[src/rtl/acc_arb.sv]
// acc_arb: round-robin request arbiter and single-outstanding sequencer for
// the shared top_acc 4-lane 8x8 multiply datapath.
//
// Ports:
//   HCLK, HRESET          clock, asynchronous active-high reset
//   req_valid_i/ready_o   per-requester request handshake (bit k = requester k)
//   req_a_i, req_b_i      per-requester operands, lane j = bits [8j+7:8j]
//   rsp_valid_o/ready_i   per-requester response handshake
//   rsp_data_o            held 64-bit result, lane j = bits [16j+15:16j]
//   acc_in_A_o/B_o        registered operands driven to top_acc
//   acc_out_i             product lanes returned by top_acc
//   busy_o                high whenever the sequencer is not idle
//   op_count_o            completed response handshakes, wraps at 16 bits
module acc_arb #(
  parameter int ACC_LAT = 1
) (
  input  logic             HCLK,
  input  logic             HRESET,
  input  logic [1:0]       req_valid_i,
  output logic [1:0]       req_ready_o,
  input  logic [1:0][31:0] req_a_i,
  input  logic [1:0][31:0] req_b_i,
  output logic [1:0]       rsp_valid_o,
  input  logic [1:0]       rsp_ready_i,
  output logic [63:0]      rsp_data_o,
  output logic [3:0][7:0]  acc_in_A_o,
  output logic [3:0][7:0]  acc_in_B_o,
  input  logic [3:0][15:0] acc_out_i,
  output logic             busy_o,
  output logic [15:0]      op_count_o
);

  localparam logic [3:0] LAT_C = 4'(ACC_LAT);

  typedef enum logic [1:0] {
    S_IDLE = 2'd0,
    S_WAIT = 2'd1,
    S_RESP = 2'd2
  } state_t;

  state_t          state_q, state_d;
  logic [3:0]      cnt_q, cnt_d;
  logic            gnt_id_q, gnt_id_d;
  logic            ptr_q, ptr_d;
  logic [3:0][7:0] a_q, a_d;
  logic [3:0][7:0] b_q, b_d;
  logic [63:0]     rsp_q, rsp_d;
  logic [15:0]     op_cnt_q, op_cnt_d;

  logic            gnt;
  logic            any_req;

  // With both requesters pending the pointer decides; with only one pending
  // that one wins. When none is pending the value is unused.
  assign any_req = |req_valid_i;
  assign gnt     = (req_valid_i == 2'b11) ? ptr_q : req_valid_i[1];

  always_comb begin
    state_d     = state_q;
    cnt_d       = cnt_q;
    gnt_id_d    = gnt_id_q;
    ptr_d       = ptr_q;
    a_d         = a_q;
    b_d         = b_q;
    rsp_d       = rsp_q;
    op_cnt_d    = op_cnt_q;
    req_ready_o = 2'b00;
    rsp_valid_o = 2'b00;

    unique case (state_q)
      S_IDLE: begin
        // Ready is suppressed while reset is asserted even though the
        // state register already reads IDLE.
        if (any_req && !HRESET) begin
          req_ready_o[gnt] = 1'b1;
          a_d              = req_a_i[gnt];
          b_d              = req_b_i[gnt];
          gnt_id_d         = gnt;
          cnt_d            = LAT_C;
          state_d          = S_WAIT;
        end
      end

      S_WAIT: begin
        // cnt counts down the accelerator latency; the capture happens on
        // the edge where it is already zero.
        if (cnt_q == 4'd0) begin
          rsp_d   = acc_out_i;
          state_d = S_RESP;
        end else begin
          cnt_d = cnt_q - 4'd1;
        end
      end

      S_RESP: begin
        rsp_valid_o[gnt_id_q] = 1'b1;
        if (rsp_ready_i[gnt_id_q]) begin
          op_cnt_d = op_cnt_q + 16'd1;
          ptr_d    = ~gnt_id_q;
          state_d  = S_IDLE;
        end
      end

      default: begin
        state_d = S_IDLE;
      end
    endcase
  end

  always_ff @(posedge HCLK or posedge HRESET) begin
    if (HRESET) begin
      state_q  <= S_IDLE;
      cnt_q    <= 4'd0;
      gnt_id_q <= 1'b0;
      ptr_q    <= 1'b0;
      a_q      <= '0;
      b_q      <= '0;
      rsp_q    <= 64'd0;
      op_cnt_q <= 16'd0;
    end else begin
      state_q  <= state_d;
      cnt_q    <= cnt_d;
      gnt_id_q <= gnt_id_d;
      ptr_q    <= ptr_d;
      a_q      <= a_d;
      b_q      <= b_d;
      rsp_q    <= rsp_d;
      op_cnt_q <= op_cnt_d;
    end
  end

  assign acc_in_A_o = a_q;
  assign acc_in_B_o = b_q;
  assign rsp_data_o = rsp_q;
  assign busy_o     = (state_q != S_IDLE);
  assign op_count_o = op_cnt_q;

endmodule
[config.mk]
export PLATFORM = sky130hd
export DESIGN_NAME = acc_arb
export DESIGN_NICKNAME = d
export VERILOG_FILES = /design/src/rtl/acc_arb.sv
export SDC_FILE = /design/constraint.sdc
export NUM_CORES = 1
export LEC_CHECK = 0
export ABC_CLOCK_PERIOD_IN_PS = 11000
export CAP_MARGIN = 5
export CORE_AREA = 4 4 131 133
export DETAILED_ROUTE_END_ITERATION = 10
export DIE_AREA = 0 0 135 137
export DONT_BUFFER_PORTS = 1
export GPL_TIMING_DRIVEN = 0
export PLACE_DENSITY = 0.58
export REMOVE_ABC_BUFFERS = 1
export SLEW_MARGIN = 20
export SYNTH_ARGS = -nofsm -noshare
export SYNTH_HDL_FRONTEND = slang
export SYNTH_SLANG_ARGS = --single-unit
export TNS_END_PERCENT = 5
[constraint.sdc]
create_clock -name HCLK -period 11 [get_ports HCLK]
set_input_delay 2.2 -clock HCLK [delete_from_list [all_inputs] [get_ports HCLK]]
set_output_delay 2.2 -clock HCLK [all_outputs]
set_load 0.02 [all_outputs]
Word level (Yosys, flattened, before mapping)
Cells that the tools add are included.

cells by class
  add/subtract/negate cells = 2
  multipliers = 0
  divide/modulo/power cells = 0
  order comparisons = 4
  equal/unequal tests = 7
  shift operators = 0
  muxes and demuxes = 21
  bitwise operators = 1
  reduce and logical (&&, ||, !) cells = 14

operator list
  operator                                            number
  two-way mux 32 bit                                  4
  adder 16 x 1 -> 16 bit, second input constant       1
  two-way mux 2 bit                                   6
  two-way mux 4 bit                                   2
  inequality test 2 bit, second input constant        4
  one-hot mux 4 bit (2 select lines)                  1
  one-hot mux 2 bit (3 select lines)                  1
  AND reduction 2 bit                                 3
  AND reduction 3 bit                                 2
  two-way mux 1 bit                                   5
  == test 2 bit, second input constant                2
  logical NOT 4 bit                                   1
  < comparator 1 x 2 -> 1 bit, second input constant  2
  nonzero test 2 bit                                  2
  subtractor 4 x 1 -> 4 bit, second input constant    1
  logical AND 1 bit                                   3
  demux 1 bit (select 1 bit)                          2
  == test 2 x 1 -> 1 bit, second input constant       1
  >= comparator 1 bit, second input constant          2
  logical NOT 2 bit                                   1
  OR reduction 2 bit                                  1
  logical NOT 1 bit                                   1
  NOT 1 bit                                           1

storage, ports and cells
  register bits = 152
  latch bits = 0
  memory bits (writable) = 0
  memory bits (read-only) = 0
  input port bits = 198
  output and inout port bits = 149
  logic and storage cells = 63
  memories = 0

Logic depth before layout (Yosys ltp)
Gate-level depths: netlist (run 1).

  depth in word-level cells = 8
  gate-level depth with buffers = 7
  depth with buffers taken out = 5

Least setup slack after synthesis (run 1)
OpenSTA, ideal clock, no wires.

  path kind = input port to output port
  start point = input req_valid_i[0]
  end point = output req_ready_o[0]
  data arrival time = 3,113 ps
  data required time = 8,800 ps
  slack = 5,687 ps
  cell stages on the path = 5
  path buffers = 2
  cell sequence = inv_1 -> o21ai_1 -> buf_4 -> buf_2 -> and2_1

between the ends
  cells in the longest elaborated chain, start to end = 8
  elaborated cells on any way between the ends = 11
  those cells by class = order compare: 2; eq/ne: 1; mux: 5; reduce/logical: 3

ends and longest elaborated chain
  what                                                                                             line  source
  start: declaration                                                                               19    input logic [1:0] req_valid_i,
  == test 2 bit                                                                                    56    assign gnt = (req_valid_i == 2'b11) ? ptr_q : req_valid_i[1];
  two-way mux 1 bit                                                                                56
  < comparator 1 x 2 -> 1 bit (not written as such) / >= comparator 1 bit (equally long branches)  75    req_ready_o[gnt] = 1'b1;
  logical AND 1 bit (not written as such)                                                          75
  two-way mux 1 bit (not written as such)                                                          75
  demux 1 bit (select 1 bit)                                                                       75
  two-way mux 2 bit *                                                                              74    if (any_req && !HRESET) begin
  two-way mux 2 bit *                                                                              70    unique case (state_q)
  end: declaration                                                                                 20    output logic [1:0] req_ready_o,

Mark *: on every way between the ends. The rest lies on a longest branch, timed or not.

Final worst setup path (run 1)
  start point = input HRESET
  end point = output req_ready_o[1]

between the ends
  cells in the longest elaborated chain, start to end = 4

ends and longest elaborated chain
  what                         line  source
  start: declaration           18    input logic HRESET,
  logical NOT 1 bit (no line)  -
  logical AND 1 bit            74
  two-way mux 2 bit            74
  two-way mux 2 bit            70

Every way passes these cells.

==> results summary, run 1 <==
The flow ran to the end, and the final reports show no timing, DRC or antenna violations. The worst setup slack before clock tree synthesis is 5.252 ns. The length of the first detailed-routing pass in iterations came out at 4. The worst clock skew on the final layout is 0.009368 ns. The number of unique standard cell types used by synthesis is 42. Setup total negative slack on the finished layout was measured at 0 ns. The critical path data arrival time is 3.03 ns. The detailed placer's ending HPWL is 12.28 mm.

The final worst-path cycle share is 0.4753. The share of cells above drive strength 1 came out at 0.1846. The via count normalized by instance count came out at 5.135.

The row count is 46. Yosys attributes the largest share of cell area to sky130_fd_sc_hd__dfrtp_1 57%, sky130_fd_sc_hd__mux2i_1 10%, sky130_fd_sc_hd__mux2_4 6.1%, sky130_fd_sc_hd__mux2_2 4.4%, sky130_fd_sc_hd__o21ai_0 4.2%. The overall track demand over capacity in global routing came out at 0.1652. The area of the die is 0.01850 sq mm. In the synthesized netlist, the cells that appear most often are 152 x sky130_fd_sc_hd__dfrtp_1, 71 x sky130_fd_sc_hd__nand2_1, 67 x sky130_fd_sc_hd__mux2i_1, 55 x sky130_fd_sc_hd__o21ai_0, 27 x sky130_fd_sc_hd__mux2_4. The post-layout instance area came out at 0.007453 sq mm. The largest total area in the synthesized netlist belongs to sky130_fd_sc_hd__dfrtp_1. For this run, the leading register cell type out of synthesis is sky130_fd_sc_hd__dfrtp_1. The maximum root-to-sink buffer count came out at 2. The starting DRC count in detailed routing came out at 143. After synthesis the netlist holds a flip-flop and latch count of 152. The number of max-slew violations in the final report came out at 0. The maximum fanout encountered on the critical timing path came out at 43. The effective utilization at floorplan came out at 0.4183. The port buffer count came out at 0. The routed design could run at a clock period as short as 5.228 ns. The global route total overflow came out at 0.

The critical path is of the in -> out type. The die height came out at 137 um. The relative max-transition margin came out at 0.6174. sky130_fd_sc_hd__dfrtp_1 is the most common cell in the netlist. The final hold slack is 0.4852 ns. The final standard cell utilization of the core came out at 0.4709. The congestion estimate from routability-driven global placement came to 0.7280. Once the clock tree was built, the setup fixing pass inserted 0 buffers. The root buffer cell chosen for the clock tree is sky130_fd_sc_hd__clkbuf_16.

The number of global-route vias before repair is 4,130. The number of ports placed on the die boundary came out at 347. The DRC violation count after routing is 0. The number of antenna repair diodes came out at 0. The worst voltage drop across the vdd grid is 112.2 uV. Summed over all layers, the routed wires come to 15.80 mm. The synthesized design contains 0 enable-type register cells.

Clock-pin slew was measured on the worst setup and hold paths at 0.06 ns. Across the run, the number of max-cap violations was 0. The portion of the post-synthesis area used by sequential elements came out at 0.5746. The count of hold buffers inserted by post-cts repair is 0. The clock latency reported for the late side of the worst-skew pair is 0.41 ns. Summed over all cells, the static leakage comes to 3.533 nW. Entering global routing, the biggest net connects 131 pins.

The number of sinks on the clock net is 152. The floorplan step set the die width to 135 um. In the final design database the tool counted 719 nets.

TritonCTS built the clock tree. Post-CTS repair changed the size of 0 cells. The proportion of register bits with asynchronous set or reset after synthesis came out at 1.000.

The share of synthesized area in the top cell type comes to 0.5746. Static timing analysis puts the maximum clock frequency at 191.3 MHz. The summed instance area of the synthesized netlist is 0.006620 sq mm. The total CTS buffers is 17. The number of instances in the synthesized netlist is 523. The path class of the tightest hold or removal check is reg -> reg. The core footprint is 0.01583 sq mm.

After layout, the worst setup slack is 5.772 ns. The area added between synthesis and finish came out at 12.59%. The number of antenna violations at the first check in global routing came out at 0. The wire length of the first global-routing pass came out at 23.23 mm. The mean instance size in the synthesized netlist came out at 12.66 sq um. Setup repair after global routing left no endpoint under its margin. The placed cell area came out at 0.006857 sq mm.

During synthesis, Yosys emitted a total of 0 warnings. The required time at the worst-slack endpoint came out at 8.80 ns. The transition time at the pin with the least slew margin came out at 0.5580 ns. The via count is 3,836. The count of nets left with antenna violations after detail routing came out at 0. The H-tree depth is 4. The post-detailed-route wirelength per cell is 21.15 um. The final hold violation count came out at 0. STA classifies the critical path startpoint as an input port.

Dividing total power by cell area gives a power density of 319.8 mW/mm^2. The worst setup path is captured at an output port. The number of failing setup endpoints in the final timing report came out at 0.
through the flow:
step	cells	power (W)
after floorplan	494	0.001689
after global placement	710	0.001832
after detailed placement	715	0.001848
after CTS	746	0.002416
after global routing	747	0.002532
final	747	0.002384
state kept, by name, indices dropped and copies added, names as in the netlist:
register	count
gnt_id_q	1
state_q	2
acc_in_A_o	32
cnt_q	4
op_count_o	16
ptr_q	1
acc_in_B_o	32
rsp_data_o	64
worst max-delay path: stages:
cell,delay [ns]
sky130_fd_sc_hd__o21bai_1,0.18
sky130_fd_sc_hd__or2_4,0.41
sky130_fd_sc_hd__nor2_4,0.24
per-layer routing:
metal | track usage | vias to the layer above | wire, um
met5 | 0 | - | 0
met3 | 0.08750 | 12 | 2061
met4 | 0.04927 | 0 | 193
met2 | 0.2865 | 220 | 8252
li1 | - | 1804 | -
met1 | 0.1749 | 1800 | 5293
final cells by class:
type,instances,area (sq um)
Clock buffer,19,442.9
Clock inverter,12,126.4
Fill cell,1408,8374
Inverter,7,33.78
Multi-Input combinational cell,335,2611
Sequential cell,152,3804
Tap cell,216,270.3
Timing Repair Buffer,6,165.2
kinds of logic after synthesis:
| kind of cell | synth area share |
|---|---|
| buffers and inverters | 0.03327 |
| AND/OR/NAND/NOR | 0.08392 |
| flip-flops | 0.5746 |
| AO/OA/AOI/OAI | 0.05746 |
| XOR/XNOR | 0.01984 |
| multiplexers | 0.2272 |
| adder cells (fa/ha/maj) | 0.003779 |
placed cells by master (no fill, tap or decap), types with 2 or more instances in the layout:
| cell | Yosys | layout |
|---|---|---|
| sky130_fd_sc_hd__mux2_2 | 26 | 26 |
| sky130_fd_sc_hd__mux2_4 | 27 | 27 |
| sky130_fd_sc_hd__ha_1 | 2 | 2 |
| sky130_fd_sc_hd__clkinv_4 | 0 | 2 |
| sky130_fd_sc_hd__a21o_1 | 2 | 2 |
| sky130_fd_sc_hd__nor2b_1 | 3 | 3 |
| sky130_fd_sc_hd__clkinvlp_4 | 0 | 2 |
| sky130_fd_sc_hd__nand3_1 | 4 | 4 |
| sky130_fd_sc_hd__clkbuf_16 | 0 | 17 |
| sky130_fd_sc_hd__xor2_1 | 10 | 10 |
| sky130_fd_sc_hd__buf_16 | 0 | 6 |
| sky130_fd_sc_hd__dfrtp_1 | 152 | 152 |
| sky130_fd_sc_hd__nor2_1 | 11 | 11 |
| sky130_fd_sc_hd__and2_1 | 2 | 2 |
| sky130_fd_sc_hd__nand2_1 | 71 | 71 |
| sky130_fd_sc_hd__and3_1 | 4 | 4 |
| sky130_fd_sc_hd__o21ai_0 | 55 | 55 |
| sky130_fd_sc_hd__o21ai_1 | 12 | 11 |
| sky130_fd_sc_hd__mux2_1 | 12 | 12 |
| sky130_fd_sc_hd__xnor2_1 | 5 | 5 |
| sky130_fd_sc_hd__nand4_1 | 4 | 4 |
| sky130_fd_sc_hd__mux2i_1 | 67 | 67 |
| sky130_fd_sc_hd__clkinv_2 | 0 | 5 |
| sky130_fd_sc_hd__inv_1 | 7 | 6 |
| sky130_fd_sc_hd__bufinv_16 | 0 | 2 |
report_power, final:
part | internal (W) | total [W] | switching, W
clock network | 0.000338 | 0.000558 | 0.000221
registers | 0.000811 | 0.00132 | 0.000505
logic | 0.000283 | 0.000509 | 0.000227
total | 0.00143 | 0.00238 | 0.000953
worst paths after layout:
kind / startpoint / to / slack (ns) / cells after the start
min: cnt_q[0] / cnt_q[0] / 0.49 / 1
max in group asynchronous: HRESET / rsp_data_o[11] / 8.55 / 2
max: HRESET / req_ready_o[1] / 5.77 / 3
min reg2reg: cnt_q[0] / cnt_q[0] / 0.49 / 1
min in group asynchronous: HRESET / op_count_o[3] / 1.66 / 1
max reg2reg: ptr_q / acc_in_B_o[8] / 8.95 / 6
No activity file was read; power rests on OpenSTA's default activity.
==> run 2: changes to the inputs <==
--- a/config.mk
+++ b/config.mk
@@ -5,14 +5,15 @@
 export SDC_FILE = /design/constraint.sdc
 export NUM_CORES = 1
 export LEC_CHECK = 0
-export ABC_CLOCK_PERIOD_IN_PS = 11000
+export ABC_AREA = 1
+export ABC_CLOCK_PERIOD_IN_PS = 4230
 export CAP_MARGIN = 5
-export CORE_AREA = 4 4 131 133
+export CORE_AREA = 4 4 134 136
 export DETAILED_ROUTE_END_ITERATION = 10
-export DIE_AREA = 0 0 135 137
+export DIE_AREA = 0 0 138 140
 export DONT_BUFFER_PORTS = 1
 export GPL_TIMING_DRIVEN = 0
-export PLACE_DENSITY = 0.58
+export PLACE_DENSITY = 0.57
 export REMOVE_ABC_BUFFERS = 1
 export SLEW_MARGIN = 20
 export SYNTH_ARGS = -nofsm -noshare
==> constraint.sdc (replaced) <==
create_clock -name HCLK -period 4.23 [get_ports HCLK]
set_input_delay 0.846 -clock HCLK [delete_from_list [all_inputs] [get_ports HCLK]]
set_output_delay 0.846 -clock HCLK [all_outputs]
set_load 0.02 [all_outputs]
==> results summary, run 2 <==
The mean instance size in the synthesized netlist is 8.392 sq um. The number of standard cells in the layout, taps in and fillers out is 1,006. The analysis attributes to cell leakage a power of 3.787 nW. Global routing finished with a remaining overflow of 0. The pre-antenna-repair detailed-routing pass consisted of 4 iterations. Hold repair after CTS inserted 0 buffers. The share of cells above drive strength 1 came out at 0.06274. The area of the die is 0.01932 sq mm. The most common cell after layout, fill and taps aside is sky130_fd_sc_hd__nand2_1.

The number of different library cells used by synthesis comes to 21. The number of max-slew violations in the final report is 0. The top achievable clock speed came out at 268.0 MHz. Dividing total power by cell area gives a power density of 844.7 mW/mm^2. Together, buffers and inverters on the worst path number 5. The area growth from synthesis to layout is 14.85%. The slack of the worst reg-to-reg path is 2.20 ns.

The clock latency reported for the late side of the worst-skew pair came out at 0.42 ns. The most used flip-flop cell after synthesis is sky130_fd_sc_hd__dfrtp_1. The critical path starts at HRESET.

The starting DRC count in detailed routing came out at 251. The final hold slack came out at 0.3385 ns. The startpoint of the most critical register-to-register path is state_q[0]. The total CTS buffers came out at 17. The DRC violation count after routing is 0. The number of antenna repair diodes came out at 0. The final hold violation count was 0.

Across the routed clock network, the largest skew measured is 0.01079 ns. The number of global-route vias before repair came out at 4,880. Setup repair after global routing left no endpoint under its margin. For this block, the routed nets add up to 17.53 mm of wire.

The number of placed cells counting well taps is 974. The required time at the worst-slack endpoint is 3.38 ns. The relative max-transition margin is 0.5575.

The element type at the critical path start is an input port. Grouping stages by cell kind, the critical path spends the most delay in buffers and inverters. Synthesis inferred 152 register bits. The portion of the post-synthesis area used by sequential elements came out at 0.5841.

The cell area that synthesis handed to floorplanning was 0.006512 sq mm. The total of cells resized after clock tree synthesis is 0. The placed cell area is 0.006833 sq mm. The number of sinks on the clock net is 152. In the post-synthesis netlist, the biggest area contributors are sky130_fd_sc_hd__dfrtp_1 58%, sky130_fd_sc_hd__nand2_1 18%, sky130_fd_sc_hd__nand3_1 5.5%, sky130_fd_sc_hd__inv_1 5.0%, sky130_fd_sc_hd__o21ai_1 4.5%. Counting flops with a built-in enable in the synthesized netlist gives 0.

After layout, the minimum clock period comes to 3.731 ns. In this run the worst hold path is classified as in -> async. The cell type contributing the most total cell area after synthesis is sky130_fd_sc_hd__dfrtp_1. The worst-case reg-to-reg path depth is 8. Walking the worst path, the cells encountered are inv_8 > buf_16 > o211ai_4 > buf_16 > nor2_4 > buf_12 > buf_16. The root buffer cell is sky130_fd_sc_hd__clkbuf_16.

The die height came out at 140 um. Along the worst path, the maximum fanout reaches 90. The flow ran to the end, and the final reports show no timing, DRC or antenna violations. The post-layout instance area came out at 0.007480 sq mm. The core footprint is 0.01694 sq mm. The H-tree was split into 4 levels. The count of nets left with antenna violations once routing finished came out at 0. sky130_fd_sc_hd__nand2_1 is the most common cell in the netlist. The routability-driven placement congestion ratio is 0.8516. The critical path data arrival time came out at 2.88 ns. The number of failing setup endpoints in the final timing report is 0.

In the finished design, the share of the clock period the worst path needs comes to 0.8820. The reg-to-reg endpoint is acc_in_A_o[14]. The number of ports placed on the die boundary is 347. The via count normalized by instance count came out at 4.810. During placement, the flow inserted port buffers numbering 0. The maximum root-to-sink buffer count is 2. The share of the synthesized area in the top cell type came out at 0.5841.

The wire length of the first global-routing pass came out at 27.77 mm. The total stage count of the critical path came out at 7. The proportion of register bits with asynchronous set or reset after synthesis is 1.000.

The type of destination of the critical path is an output port. The slowest stage of the critical path belongs to the cell sky130_fd_sc_hd__inv_8. The most numerous cell type found on the critical path is sky130_fd_sc_hd__buf_16. After technology mapping, the gate count stands at 776. The number of antenna violations at the first check in global routing came out at 0.

The final standard cell utilization of the core is 0.4416. The highest cell delay on the worst timing path came out at 0.39 ns. The number of flip-flops in the largest register came out at 64. The setup fix buffers added after clock tree synthesis is 0. In the layout the commonest cells are 310 x sky130_fd_sc_hd__nand2_1, 152 x sky130_fd_sc_hd__dfrtp_1, 85 x sky130_fd_sc_hd__inv_1. The critical path in this run is classified as in -> out. The transition time at the pin with the least slew margin is 0.6637 ns.

TritonCTS built the clock tree. The filler cell count is 1,710. The final net count is 968. For this run, the total global-route usage over all layers was measured as 0.1816. The effective utilization at floorplan is 0.3845.

The via count came out at 4,839. The commonest cells after synthesis are 310 x sky130_fd_sc_hd__nand2_1, 152 x sky130_fd_sc_hd__dfrtp_1, 86 x sky130_fd_sc_hd__inv_1, 72 x sky130_fd_sc_hd__nand3_1, 58 x sky130_fd_sc_hd__o21ai_1. After detailed routing, the average wire length per cell comes to 17.42 um.

After clock tree synthesis, the clock-pin slew on the worst setup and hold paths is 0.07 ns. The detailed placer's ending HPWL came out at 13.24 mm. The tool flagged a number of max-cap violations equal to 0. The row count came out at 48. The timing endpoint of the critical path is req_ready_o[1]. The count of yosys warnings during synthesis is 0.

The worst voltage drop across the vdd grid came out at 313.6 uV. The largest net degree at the start of global routing is 91. The total power after layout came out at 0.006318 W.

The floorplan step set the die width to 138 um.
## run 2: cell count changes after synthesis, sizes merged, moves of 3 or more
cell,delta
mux2,-65
and3,-4
mux2i,-67
nand2,+239
nor2,+14
xnor2,-3
nand3,+68
nor2b,-3
o21ai,+3
buf,+6
inv,+80
## run 2: worst min-delay path by stage
stage | start | end | slack [ns] | cells after the start
3_3_place_gp | ptr_q | ptr_q | 0.48 | 2
5_1_grt | HRESET | rsp_data_o[46] | 0.37 | 1
6_report | HRESET | rsp_data_o[46] | 0.34 | 1
2_1_floorplan | ptr_q | ptr_q | 0.45 | 2
3_5_place_dp | ptr_q | ptr_q | 0.51 | 2
4_1_cts | HRESET | rsp_data_o[46] | 0.38 | 1
## run 2: per-layer routing
layer	share of wire	wire [um]	up-vias	GRT usage
met1	0.40	7012	2200	0.2187
met5	0	0	-	0
met2	0.48	8403	235	0.2883
li1	-	-	2385	-
met4	0.016	276	0	0.06032
met3	0.10	1837	19	0.08706
## run 2: layout make-up
class	count	area, sq um	area share
inverters	87	334.1	0.04466
multi-input cells	501	2196	0.2936
clock inverters	13	193.9	0.02593
clock buffers	19	452.9	0.06056
repair buffers	9	217.7	0.02911
flip-flops and latches	152	3804	0.5085
well taps	225	281.5	0.03764
## run 2: power breakdown
| group | internal, W | switching, W |
|---|---|---|
| logic | 0.000522 | 0.000771 |
| clock network | 0.00103 | 0.000623 |
| registers | 0.00209 | 0.00129 |
| total | 0.00364 | 0.00268 |
## run 2: logic make-up after synthesis
kind of cell / synth area share
and+or+nand+nor: 0.2574
DFF: 0.5841
buffers and inverters: 0.08396
AOI/OAI and AO/OA: 0.05725
xor gates and xnor gates: 0.01345
adders and majority gates: 0.003842
## run 2: metrics by stage
| step | worst slack (ns) | TNS, ns |
|---|---|---|
| after floorplan | -5.350 | -447.84 |
| after global placement | -10.10 | -1086.19 |
| after detailed placement | 0.3979 | 0 |
| after CTS | 0.3952 | 0 |
| after global routing | 0.2100 | 0 |
| final | 0.4991 | 0 |
